**src/rtl/fb_fill_writer.sv**
```systemverilog
// fb_fill_writer: clipped rectangle fill, one pixel write per clock into a 64x64 framebuffer.
// Define FB_VBLANK_SYNC_EN to hold each non-empty fill until vertical blanking.
module fb_fill_writer (
    input  logic        i_clk,
    input  logic        i_rst,
    input  logic        i_cmd_valid,
    output logic        o_cmd_ready,
    input  logic [5:0]  i_cmd_x,
    input  logic [5:0]  i_cmd_y,
    input  logic [6:0]  i_cmd_w,
    input  logic [6:0]  i_cmd_h,
    input  logic [11:0] i_cmd_color,
    input  logic        i_vblank,
    output logic        o_we,
    output logic [11:0] o_waddr,
    output logic [11:0] o_wdata,
    output logic        o_busy,
    output logic        o_done
);

    typedef enum logic [1:0] {
        S_IDLE    = 2'd0,
`ifdef FB_VBLANK_SYNC_EN
        S_WAIT_VB = 2'd1,
`endif
        S_FILL    = 2'd2,
        S_DONE    = 2'd3
    } state_t;

    state_t      r_state;
    logic [5:0]  r_x0;
    logic [5:0]  r_xl;
    logic [5:0]  r_yl;
    logic [5:0]  r_col;
    logic [5:0]  r_row;
`ifdef FB_VBLANK_SYNC_EN
    logic [11:0] r_color;
`else
    logic        w_unused_vblank;
    assign w_unused_vblank = i_vblank;
`endif

    logic [6:0]  w_room_x;
    logic [6:0]  w_room_y;
    logic [6:0]  w_cw;
    logic [6:0]  w_ch;
    logic [5:0]  w_xl;
    logic [5:0]  w_yl;
    logic        w_empty;
    logic        w_accept;
    logic        w_row_end;
    logic [5:0]  w_ncol;
    logic [5:0]  w_nrow;

    // Clip against the right/bottom edge so the raster never wraps rows.
    assign w_room_x  = 7'd64 - {1'b0, i_cmd_x};
    assign w_room_y  = 7'd64 - {1'b0, i_cmd_y};
    assign w_cw      = (i_cmd_w < w_room_x) ? i_cmd_w : w_room_x;
    assign w_ch      = (i_cmd_h < w_room_y) ? i_cmd_h : w_room_y;
    assign w_xl      = i_cmd_x + w_cw[5:0] - 6'd1;
    assign w_yl      = i_cmd_y + w_ch[5:0] - 6'd1;
    assign w_empty   = (w_cw == 7'd0) || (w_ch == 7'd0);
    assign w_accept  = i_cmd_valid && o_cmd_ready;

    assign w_row_end = (r_col == r_xl);
    assign w_ncol    = w_row_end ? r_x0 : r_col + 6'd1;
    assign w_nrow    = w_row_end ? r_row + 6'd1 : r_row;

    always_ff @(posedge i_clk or posedge i_rst) begin
        if (i_rst) begin
            r_state     <= S_IDLE;
            r_x0        <= 6'd0;
            r_xl        <= 6'd0;
            r_yl        <= 6'd0;
            r_col       <= 6'd0;
            r_row       <= 6'd0;
`ifdef FB_VBLANK_SYNC_EN
            r_color     <= 12'd0;
`endif
            o_cmd_ready <= 1'b1;
            o_we        <= 1'b0;
            o_waddr     <= 12'd0;
            o_wdata     <= 12'd0;
            o_busy      <= 1'b0;
            o_done      <= 1'b0;
        end else begin
            o_we   <= 1'b0;
            o_done <= 1'b0;
            unique case (r_state)
                S_IDLE: begin
                    if (w_accept) begin
                        o_cmd_ready <= 1'b0;
                        o_busy      <= 1'b1;
                        r_x0        <= i_cmd_x;
                        r_xl        <= w_xl;
                        r_yl        <= w_yl;
                        r_col       <= i_cmd_x;
                        r_row       <= i_cmd_y;
                        if (w_empty) begin
                            r_state <= S_DONE;
                            o_done  <= 1'b1;
                        end else begin
`ifdef FB_VBLANK_SYNC_EN
                            r_color <= i_cmd_color;
                            r_state <= S_WAIT_VB;
`else
                            r_state <= S_FILL;
                            o_we    <= 1'b1;
                            o_waddr <= {i_cmd_y, i_cmd_x};
                            o_wdata <= i_cmd_color;
`endif
                        end
                    end
                end
`ifdef FB_VBLANK_SYNC_EN
                S_WAIT_VB: begin
                    if (i_vblank) begin
                        r_state <= S_FILL;
                        o_we    <= 1'b1;
                        o_waddr <= {r_row, r_col};
                        o_wdata <= r_color;
                    end
                end
`endif
                S_FILL: begin
                    // The write on the bus is (r_col, r_row); advance or finish.
                    if (w_row_end && (r_row == r_yl)) begin
                        r_state <= S_DONE;
                        o_done  <= 1'b1;
                    end else begin
                        o_we    <= 1'b1;
                        o_waddr <= {w_nrow, w_ncol};
                        r_col   <= w_ncol;
                        r_row   <= w_nrow;
                    end
                end
                S_DONE: begin
                    r_state     <= S_IDLE;
                    o_cmd_ready <= 1'b1;
                    o_busy      <= 1'b0;
                end
                default: begin
                    r_state     <= S_IDLE;
                    o_cmd_ready <= 1'b1;
                    o_busy      <= 1'b0;
                end
            endcase
        end
    end

endmodule
```
**config.mk**
```make
export PLATFORM = sky130hd
export DESIGN_NAME = fb_fill_writer
export DESIGN_NICKNAME = d
export VERILOG_FILES = /design/src/rtl/fb_fill_writer.sv
export SDC_FILE = /design/constraint.sdc
export NUM_CORES = 1
export LEC_CHECK = 0
export CAP_MARGIN = 10
export CORE_MARGIN = 3
export CORE_UTILIZATION = 30
export DETAILED_ROUTE_END_ITERATION = 10
export PLACE_DENSITY = 0.59
export SLEW_MARGIN = 25
export SYNTH_ARGS = -nofsm -noshare
export SYNTH_HDL_FRONTEND = slang
export SYNTH_SLANG_ARGS = --single-unit
```
**constraint.sdc**
```tcl
create_clock -name i_clk -period 3.7 [get_ports i_clk]
set_input_delay 0.555 -clock i_clk [delete_from_list [all_inputs] [get_ports i_clk]]
set_output_delay 0.555 -clock i_clk [all_outputs]
set_load 0.005 [all_outputs]
```
Word level (Yosys, flattened, before mapping)
Cells that the tools add are included.
{"block": "word_totals", "regBits": 60, "latch_bits": 0, "ram_bits": 0, "mem_bits_ro": 0, "input_bits": 42, "output_inout_bits": 28, "wordCells": 74, "n_memories": 0}
{"block": "op_classes", "addsub": 8, "n_mul": 0, "div": 0, "n_lt_le_gt_ge": 2, "n_eq_ne": 7, "shifts": 0, "muxes": 30, "bitwise": 2, "reduce_logical": 13}
{"op": "$mux W12", "n": 3}
{"op": "$mux W6", "n": 6}
{"op": "$pmux W12 S2", "n": 1}
{"op": "$pmux W6 S2", "n": 2}
{"op": "$logic_not A7 Y1", "n": 2}
{"op": "$lt A7 B7 Y1", "n": 2}
{"op": "$mux W7", "n": 2}
{"op": "$sub A7 B6 Y7 const A", "n": 2}
{"op": "$add A6 B1 Y6 const B", "n": 2}
{"op": "$add A6 B6 Y6", "n": 2}
{"op": "$eq A6 B6 Y1", "n": 2}
{"op": "$sub A6 B1 Y6 const B", "n": 2}
{"op": "$mux W1", "n": 9}
{"op": "$ne A2 B2 Y1 const B", "n": 4}
{"op": "$pmux W1 S2", "n": 4}
{"op": "$reduce_and A2 Y1", "n": 3}
{"op": "$reduce_and A3 Y1", "n": 2}
{"op": "$mux W2", "n": 2}
{"op": "$pmux W2 S2", "n": 1}
{"op": "$reduce_and A4 Y1", "n": 1}
{"op": "$eq A2 B2 Y1 const B", "n": 1}
{"op": "$logic_and A1 B1 Y1", "n": 2}
{"op": "$logic_not A2 Y1", "n": 1}
{"op": "$not A1 Y1", "n": 2}
{"op": "2 further kinds", "n": 2}

Depth between registers and ports, before layout
Gate-level depths: netlist (run 1).
{"block": "depth", "word_depth": 8, "ltp_mapped": 22, "mapped_depth_nobuf": 21}

Worst setup path before layout (run 1)
OpenSTA, ideal clock, no wires.
{"block": "synth_timing", "path_kind": "input to register", "start": "in i_cmd_x[0]", "end": "reg r_xl[5]", "setup_time_ps": 136, "t_arrival_ps": 4299, "t_required_ps": 3564, "setup_slack_ps": -735, "stages": 22, "path_buffers": 1, "cell_sequence": "inv_1 > ha_1 > or3b_4 > or3_1 > ha_1 > and2_1 > o21ai_1 > or3_1 > buf_2 > nand2_1 > mux2i_1 > ha_1 > inv_1 > ha_1 > inv_1 > fa_1 > inv_1 > a21o_1 > a21oi_1 > xnor2_1 > xnor2_1 > o21ai_0"}
{"block": "synth_between", "elab_chain_cells": 5}
{"item": "from (decl)", "line": "8", "rtl": "input logic [5:0] i_cmd_x,"}
{"item": "$sub A7 B6 Y7", "line": "56", "rtl": "assign w_room_x = 7'd64 - {1'b0, i_cmd_x};"}
{"item": "$lt A7 B7 Y1", "line": "58", "rtl": "assign w_cw = (i_cmd_w < w_room_x) ? i_cmd_w : w_room_x;"}
{"item": "$mux W7", "line": "58"}
{"item": "$add A6 B6 Y6 (*)", "line": "60", "rtl": "assign w_xl = i_cmd_x + w_cw[5:0] - 6'd1;"}
{"item": "$sub A6 B1 Y6 (*)", "line": "60"}
{"item": "to (signal assigned)", "line": "95", "rtl": "r_xl <= w_xl;"}
{"item": "to (decl)", "line": "32", "rtl": "logic [5:0] r_xl;"}
Mark *: on every way between the ends. The rest lies on a longest branch, timed or not.
A chain may end at the register's enable or synchronous reset.

Worst setup path in the final report (run 1)
Same ends and word-level chain as after synthesis.

==> metrics.csv, run 1 <==
stage;metric;value;unit
outcome;run status;complete, but fails checks;
outcome;failing checks;negative setup slack;
grt;global-route wire length before repair;19600;µm
die;area of the core;13900;µm²
power_and_ir_drop;internal power;2.85;mW
placement;Final Wtd Congestion;0.807;
cts;clock-pin slew on the worst setup and hold paths;0.05;ns
yosys;synth unique cells;63;
final_layout;fraction of layout cells with a size suffix above 1;37.0;%
yosys;ys async rst share;100;%
yosys;#FFs+latches synth;60;
power_and_ir_drop;Psw;1.35;mW
timing;pin slew with the least headroom to its limit;0.904;ns
die;DIE AREA;15800;µm²
setup_path;CP max stage delay;0.39;ns
route;starting DRC count in detailed routing;163;
setup_path;critical path cell sequence;buf_12 -> inv_12 -> ha_4 -> or3b_4 -> or3_4 -> ha_4 -> and2_4 -> o21ai_2 -> or3_4 -> nand2_4 -> mux2i_1 -> ha_1 -> inv_1 -> ha_2 -> inv_2 -> fa_2 -> inv_2 -> a21o_1 -> a21oi_2 -> xnor2_1 -> xnor2_1 -> o21ai_1;
timing;clock skew;0.00818;ns
setup_path;Top delay family on crit path;simple AND/OR/NAND/NOR gates;
power_and_ir_drop;Clock Power Share;21.9;%
timing;Min Clock Period, post-route;4.02;ns
route;DR WL/cell;14.3;µm
final_layout;fin nets;688;
grt;grt total ovfl;0;
grt;vias in the first global route;3985;
route;vias per cell;4.73;
grt;GRT Total Usage;15.0;%
placement;pre-CTS setup slack;-1.08;ns
power_and_ir_drop;Total Power;4.20;mW
die;IO Count;70;
cts;CTS Root Cell;clkbuf_16;
setup_path;Critical Path Start Type;input pin;
timing;RSZ-0062 raised after global routing;yes;
setup_path;r2r startpoint;r_row[2]$_DFFE_PP0P_;
setup_path;CP arrival;4.22;ns
setup_path;Worst Setup SP;i_cmd_x[0];
power_and_ir_drop;Flop pwr share;29.4;%
timing;max-slew violations;0;
yosys;Post-synth EDFFs;0;
timing;Max Fclk;249;MHz
final_layout;fill cell total of the finished layout;1280;
die;initial core utilization;30.9;%
power_and_ir_drop;Pwr per Cell Area;631;nW/µm²
setup_path;WS Path Type;in -> reg;
setup_path;critical path peak fanout;3;
setup_path;flop2flop setup slack;0.50;ns
yosys;register area share after synthesis;34.9;%
yosys;cells after synthesis;448;
yosys;ys flop type;dfrtp_1;
route;DRC viols;0;
yosys;mapped cell area;4300;µm²
cts;CTS tree;yes;
die;die span in x;126;µm
route;WL final;11400;µm
setup_path;Setup crit end;r_xl[5]$_DFFE_PP0P_;
worst_hold_path;Hold WC Path Type;reg -> reg;
setup_path;Worst Reg-to-Reg Cells;8;
setup_path;Worst Setup End Kind;flip-flop;
route;DRT antenna net count;0;
placement;Port Buffers;68;
timing;Fin. Hold Viols;0;
die;Die H;126;µm
timing;Slew HR;39.7;%
setup_path;CP bufs+invs;5;
yosys;Synth Area per Inst;9.60;µm²
route;DRT Pass-1 Iters;4;
cts;CTS HTree Levels;3;
cts;Max Buffers Root-to-Sink;2;
final_layout;antenna cells;0;
timing;# setup viols final;21;
timing;Final WS setup;-0.319;ns
yosys;Ys Warns;0;
setup_path;reg2reg end;o_waddr[2]$_DFFE_PP0P_;
cts;TritonCTS Buffers;9;
setup_path;CP Depth;22;
cts;CTS Sinks;60;
die;Site Rows;43;
timing;fin crit share;109;%
grt;largest net degree at the start of global routing;42;
power_and_ir_drop;leak pwr;3.02;nW
final_layout;Area Overhead vs Synth;54.6;%
route;DR vias;3769;
cts;clk_lat worst skew;0.32;ns
grt;antenna violations before repair;0;
yosys;Synth Net Count;524;
power_and_ir_drop;Gate power share;48.8;%
setup_path;Slowest-stage cell, CP;fa_2;
power_and_ir_drop;VDD IR max;0.380;mV
cts;# hold bufs at CTS;0;
setup_path;worst endpoint required time;3.90;ns
power_and_ir_drop;switching share of power;32.2;%
run;max-cap violations;0;
placement;HPWL Detailed;8780;µm
worst_hold_path;hold depth;2;
-- sequential cells by signal (all words and copies together) (netlist names) --
register     cells
r_col            6
o_we             1
r_x0             6
r_yl             6
r_state          2
r_xl             6
o_busy           1
o_cmd_ready      1
o_waddr         12
o_wdata         12
o_done           1
r_row            6
-- worst reg2reg max path, cell delays in order, from the launching register on --
cell and delay [ns]:
dfrtp_1 0.45, xor2_1 0.19, nor4_1 0.32, nand4_1 0.24, a21oi_1 0.78, inv_1 0.41, o31ai_4 0.21, buf_12 0.19
mux2_4 0.30
-- layout by cell type (no fill, tap or decap), types with 5 or more instances in the layout --
master,count
clkbuf_16,9
buf_4,92
nand3_1,5
nor2_1,23
dfrtp_1,59
xnor2_1,22
ha_1,22
inv_2,6
ha_4,6
xor2_1,12
inv_1,32
clkdlybuf4s50_1,58
a31oi_1,5
o21ai_0,24
mux2i_1,7
a21oi_2,8
buf_6,6
mux2_4,22
nand2_1,42
a21oi_1,18
a21o_1,8
nor3_1,5
o21ai_1,5
mux2_2,14
nor3_2,5
-- power by group through the flow --
stage | sequential (mW) | clock (mW) | combinational (mW)
floorplan | 1.19 | 0 | 1.19
global placement | 1.22 | 0 | 1.87
detailed placement | 1.24 | 0 | 1.91
CTS | 1.23 | 0.936 | 2.04
global route | 1.28 | 0.972 | 2.28
finish | 1.23 | 0.918 | 2.05
-- cell type report --
class	instances	area [µm²]	area share, %
repair buffers	167	1470	22.1
clock inverters	4	70.1	1.05
multi-input cells	334	2940	44.2
flip-flops and latches	60	1500	22.6
well taps	180	225	3.39
inverters	40	179	2.69
clock buffers	12	267	4.01
-- how the worst min path moves through the flow --
stage,startpoint,end
global placement,r_x0[5]$_DFFE_PP0P_,r_x0[5]$_DFFE_PP0P_
detailed placement,r_x0[5]$_DFFE_PP0P_,r_x0[5]$_DFFE_PP0P_
global route,r_x0[5]$_DFFE_PP0P_,r_x0[5]$_DFFE_PP0P_
floorplan,r_x0[5]$_DFFE_PP0P_,r_x0[5]$_DFFE_PP0P_
finish,r_x0[4]$_DFFE_PP0P_,r_x0[4]$_DFFE_PP0P_
CTS,r_x0[5]$_DFFE_PP0P_,r_x0[5]$_DFFE_PP0P_
-- cell families after synthesis --
kind of cell / count (synthesis) / synth area share, %
buf+inv: 55 / 5.18
compound gates: 100 / 15.5
flops: 60 / 34.9
xor+xnor: 41 / 8.87
simple gates: 113 / 13.0
mux: 43 / 11.8
fa+ha+maj: 36 / 10.7
-- per-layer routing --
layer	vias to the layer above	wire length, µm	GRT usage, %
li1	1895	-	-
met1	1810	5090	19.0
met2	56	5800	26.5
met3	8	392	3.27
met4	0	105	3.15
met5	-	0	0
-- synthesized netlist by cell type, drive strengths merged, types with 8 or more instances --
| cell | number | area share [%] |
|---|---|---|
| nor2 | 24 | 2.2 |
| mux2 | 36 | 10 |
| a21o | 8 | 1.4 |
| xnor2 | 26 | 5.8 |
| ha | 32 | 9.3 |
| nor3 | 11 | 1.6 |
| dfrtp | 59 | 34 |
| xor2 | 15 | 3.1 |
| clkbuf | 11 | 0.96 |
| nand2 | 44 | 3.9 |
| inv | 40 | 3.5 |
| o21ai | 31 | 3.6 |
| a21oi | 28 | 3.3 |
-- what timing repair did --
item                                    4_1_cts  5_1_grt
gates cloned                                  1        0
setup buffers                                10        5
pin swaps                                    32       33
endpoints found under the setup margin       35       34
resized for setup                            65       32
-- through the flow --
stage | std cells | hold WS (ns) | util (%) | setup TNS (ns) | cell area (µm²)
2_1_floorplan | 448 | 0.447 | - | -0.962 | 4410
3_3_place_gp | 768 | 0.464 | 42.4 | -27.28 | 5900
3_5_place_dp | 768 | 0.474 | 42.4 | -28.02 | 5900
4_1_cts | 794 | 0.487 | 46.9 | -5.76 | 6540
5_1_grt | 797 | 0.509 | 47.7 | -4.02 | 6650
6_report | 797 | 0.489 | 47.7 | -0.784 | 6650
Power figures use the tool's default switching activity.
==> run 2: changes to the inputs <==
Settings changed: CTS_BUF_LIST from default to sky130_fd_sc_hd__clkbuf_8, TNS_END_PERCENT from default to 5.
==> run 2 against run 1 <==
Compared with the run above:
- the run still ends with negative setup slack left
- non-clock buffer count did not move
- sequential share of layout area rose by 1.2 points
- hold slack got worse by 0.0010 ns
- largest power group unchanged
- critical endpoint unchanged
- clock power fell by 27%
- sequential power barely moved
- critical path type unchanged
- routed wire length rose by 2.3%
- global-route usage rose by 0.13 points
- design area fell by 4.9%
- combinational power fell by 6%
- critical path depth rose by 1
==> metrics.csv, run 2 (same netlist as run 1, synthesis figures left out) <==
stage;metric;value;unit
outcome;run status;complete, but fails checks;
outcome;failing checks;negative setup slack;
placement;HPWL Detailed;9050;µm
power_and_ir_drop;Clock Power Share;17.6;%
die;initial core utilization;30.9;%
final_layout;non-filler cells, final;796;
grt;antenna violations before repair;0;
setup_path;WS Path Type;in -> reg;
timing;max-slew violations;0;
cts;clk_lat worst skew;0.35;ns
setup_path;CP bufs+invs;6;
cts;TritonCTS Buffers;9;
timing;RSZ-0062 raised after global routing;yes;
power_and_ir_drop;internal power;2.49;mW
final_layout;antenna cells;0;
setup_path;critical path peak fanout;3;
grt;GRT Total Usage;15.2;%
cts;# hold bufs at CTS;0;
die;IO Count;70;
grt;grt total ovfl;0;
die;DIE AREA;15800;µm²
route;WL final;11600;µm
route;DRC viols;0;
run;max-cap violations;0;
setup_path;critical path cell sequence;buf_6 -> inv_4 -> ha_4 -> or3b_4 -> or3_4 -> ha_4 -> and2_4 -> o21ai_2 -> or3_4 -> nand2_4 -> buf_6 -> mux2i_2 -> ha_2 -> inv_1 -> ha_2 -> inv_2 -> fa_2 -> inv_2 -> a21o_1 -> a21oi_2 -> xnor2_1 -> xnor2_1 -> o21ai_1;
power_and_ir_drop;Psw;1.33;mW
route;vias per cell;4.72;
placement;Placed Instances;771;
timing;Max Fclk;254;MHz
final_layout;Util after Layout;45.4;%
timing;Fin. Hold Viols;0;
die;Die H;126;µm
setup_path;worst endpoint required time;3.93;ns
final_layout;Area Overhead vs Synth;47.1;%
die;Site Rows;43;
final_layout;fill cell total of the finished layout;1328;
route;DR vias;3758;
setup_path;Slowest-stage cell, CP;or3b_4;
timing;clock skew;0.00803;ns
final_layout;fraction of layout cells with a size suffix above 1;33.9;%
setup_path;Top delay family on crit path;simple AND/OR/NAND/NOR gates;
timing;# setup viols final;2;
setup_path;CP arrival;4.16;ns
timing;pin slew with the least headroom to its limit;0.872;ns
cts;CTS tree;yes;
cts;Max Buffers Root-to-Sink;2;
timing;Final WS setup;-0.234;ns
final_layout;commonest non-fill, non-tap cell in the layout;buf_4;
placement;Final Wtd Congestion;0.850;
route;DRT antenna net count;0;
grt;global-route wire length before repair;19500;µm
power_and_ir_drop;VDD IR max;0.219;mV
final_layout;fin nets;687;
route;DRT Pass-1 Iters;4;
final_layout;biggest regs;o_waddr: 12 flops, o_wdata: 12 flops;
power_and_ir_drop;leak pwr;2.87;nW
worst_hold_path;Hold WC Path Type;reg -> reg;
cts;CTS Sinks;60;
timing;Min Clock Period, post-route;3.93;ns
power_and_ir_drop;Flop pwr share;32.3;%
grt;largest net degree at the start of global routing;49;
cts;clock-pin slew on the worst setup and hold paths;0.08;ns
timing;fin crit share;106;%
setup_path;Worst Setup End Kind;flip-flop;
die;area of the core;13900;µm²
power_and_ir_drop;Pwr per Cell Area;605;nW/µm²
power_and_ir_drop;switching share of power;34.8;%
cts;CTS Root Cell;clkbuf_8;
route;DR WL/cell;14.6;µm
setup_path;CP max stage delay;0.37;ns
power_and_ir_drop;Gate power share;50.1;%
cts;CTS HTree Levels;3;
placement;Port Buffers;68;
timing;Slew HR;41.8;%
setup_path;Critical Path Start Type;input pin;
route;starting DRC count in detailed routing;156;
final_layout;commonest non-fill, non-tap cells in the layout;buf_4 (97), dfrtp_1 (59), clkdlybuf4s50_1 (58);
grt;vias in the first global route;4025;
die;die span in x;126;µm
==> run 2: cell type report <==
type,count,area (µm²),share of cell area (%)
Multi-Input combinational cell,333,2790,44.1
Sequential cell,60,1500,23.7
Timing Repair Buffer,167,1430,22.6
Tap cell,180,225,3.56
Inverter,40,156,2.47
Clock buffer,9,124,1.96
Clock inverter,7,98.8,1.56
==> run 2: power groups by stage <==
| stage | clock network (mW) | registers (mW) | logic (mW) |
|---|---|---|---|
| after floorplan | 0 | 1.19 | 1.18 |
| after global placement | 0 | 1.24 | 1.84 |
| after detailed placement | 0 | 1.25 | 1.89 |
| after CTS | 0.696 | 1.24 | 1.93 |
| after global routing | 0.731 | 1.28 | 2.13 |
| final | 0.674 | 1.23 | 1.92 |
==> run 2: final timing paths <==
check	startpoint	end	slack, ns	cells after the start
min in group asynchronous	i_rst	o_wdata[7]$_DFFE_PP0P_	0.68	2
min reg2reg	r_x0[0]$_DFFE_PP0P_	r_x0[0]$_DFFE_PP0P_	0.49	2
max reg2reg	r_row[2]$_DFFE_PP0P_	o_waddr[2]$_DFFE_PP0P_	0.62	8
max in group asynchronous	i_rst	r_col[3]$_DFFE_PP0P_	2.32	3
max	i_cmd_x[0]	r_xl[5]$_DFFE_PP0P_	-0.23	23
min	r_x0[0]$_DFFE_PP0P_	r_x0[0]$_DFFE_PP0P_	0.49	2
==> run 2: through the flow <==
step                      hold WS [ns]  setup TNS (ns)  instance area (µm²)  power, mW  setup slack, ns
final                            0.488          -0.289                 6330       3.83           -0.234
after global routing             0.514          -0.944                 6330       4.14           -0.364
after CTS                        0.494          -0.709                 6220       3.86           -0.282
after detailed placement         0.474          -25.23                 5870       3.13            -1.05
after global placement           0.462          -23.35                 5870       3.08           -0.961
after floorplan                  0.447           -2.31                 4360       2.37           -0.510
==> run 2: repair_timing <==
action | CTS | global route
setup endpoints to repair | 33 | 31
pin swaps | 28 | 26
setup buffers | 7 | 2
resized for setup | 38 | 27
==> run 2: tightest hold or removal path, cell delays in order, from the launching register on <==
cell	delay, ns
dfrtp_1	0.35
nand2_1	0.04
o21ai_0	0.06
==> run 2: routing by layer <==
| layer | part of all wire (%) | global-route usage, % | vias up |
|---|---|---|---|
| met5 | 0 | 0 | - |
| met1 | 43 | 18.1 | 1793 |
| li1 | - | - | 1885 |
| met3 | 3.0 | 3.05 | 22 |
| met2 | 52 | 26.8 | 58 |
| met4 | 2.5 | 5.80 | 0 |
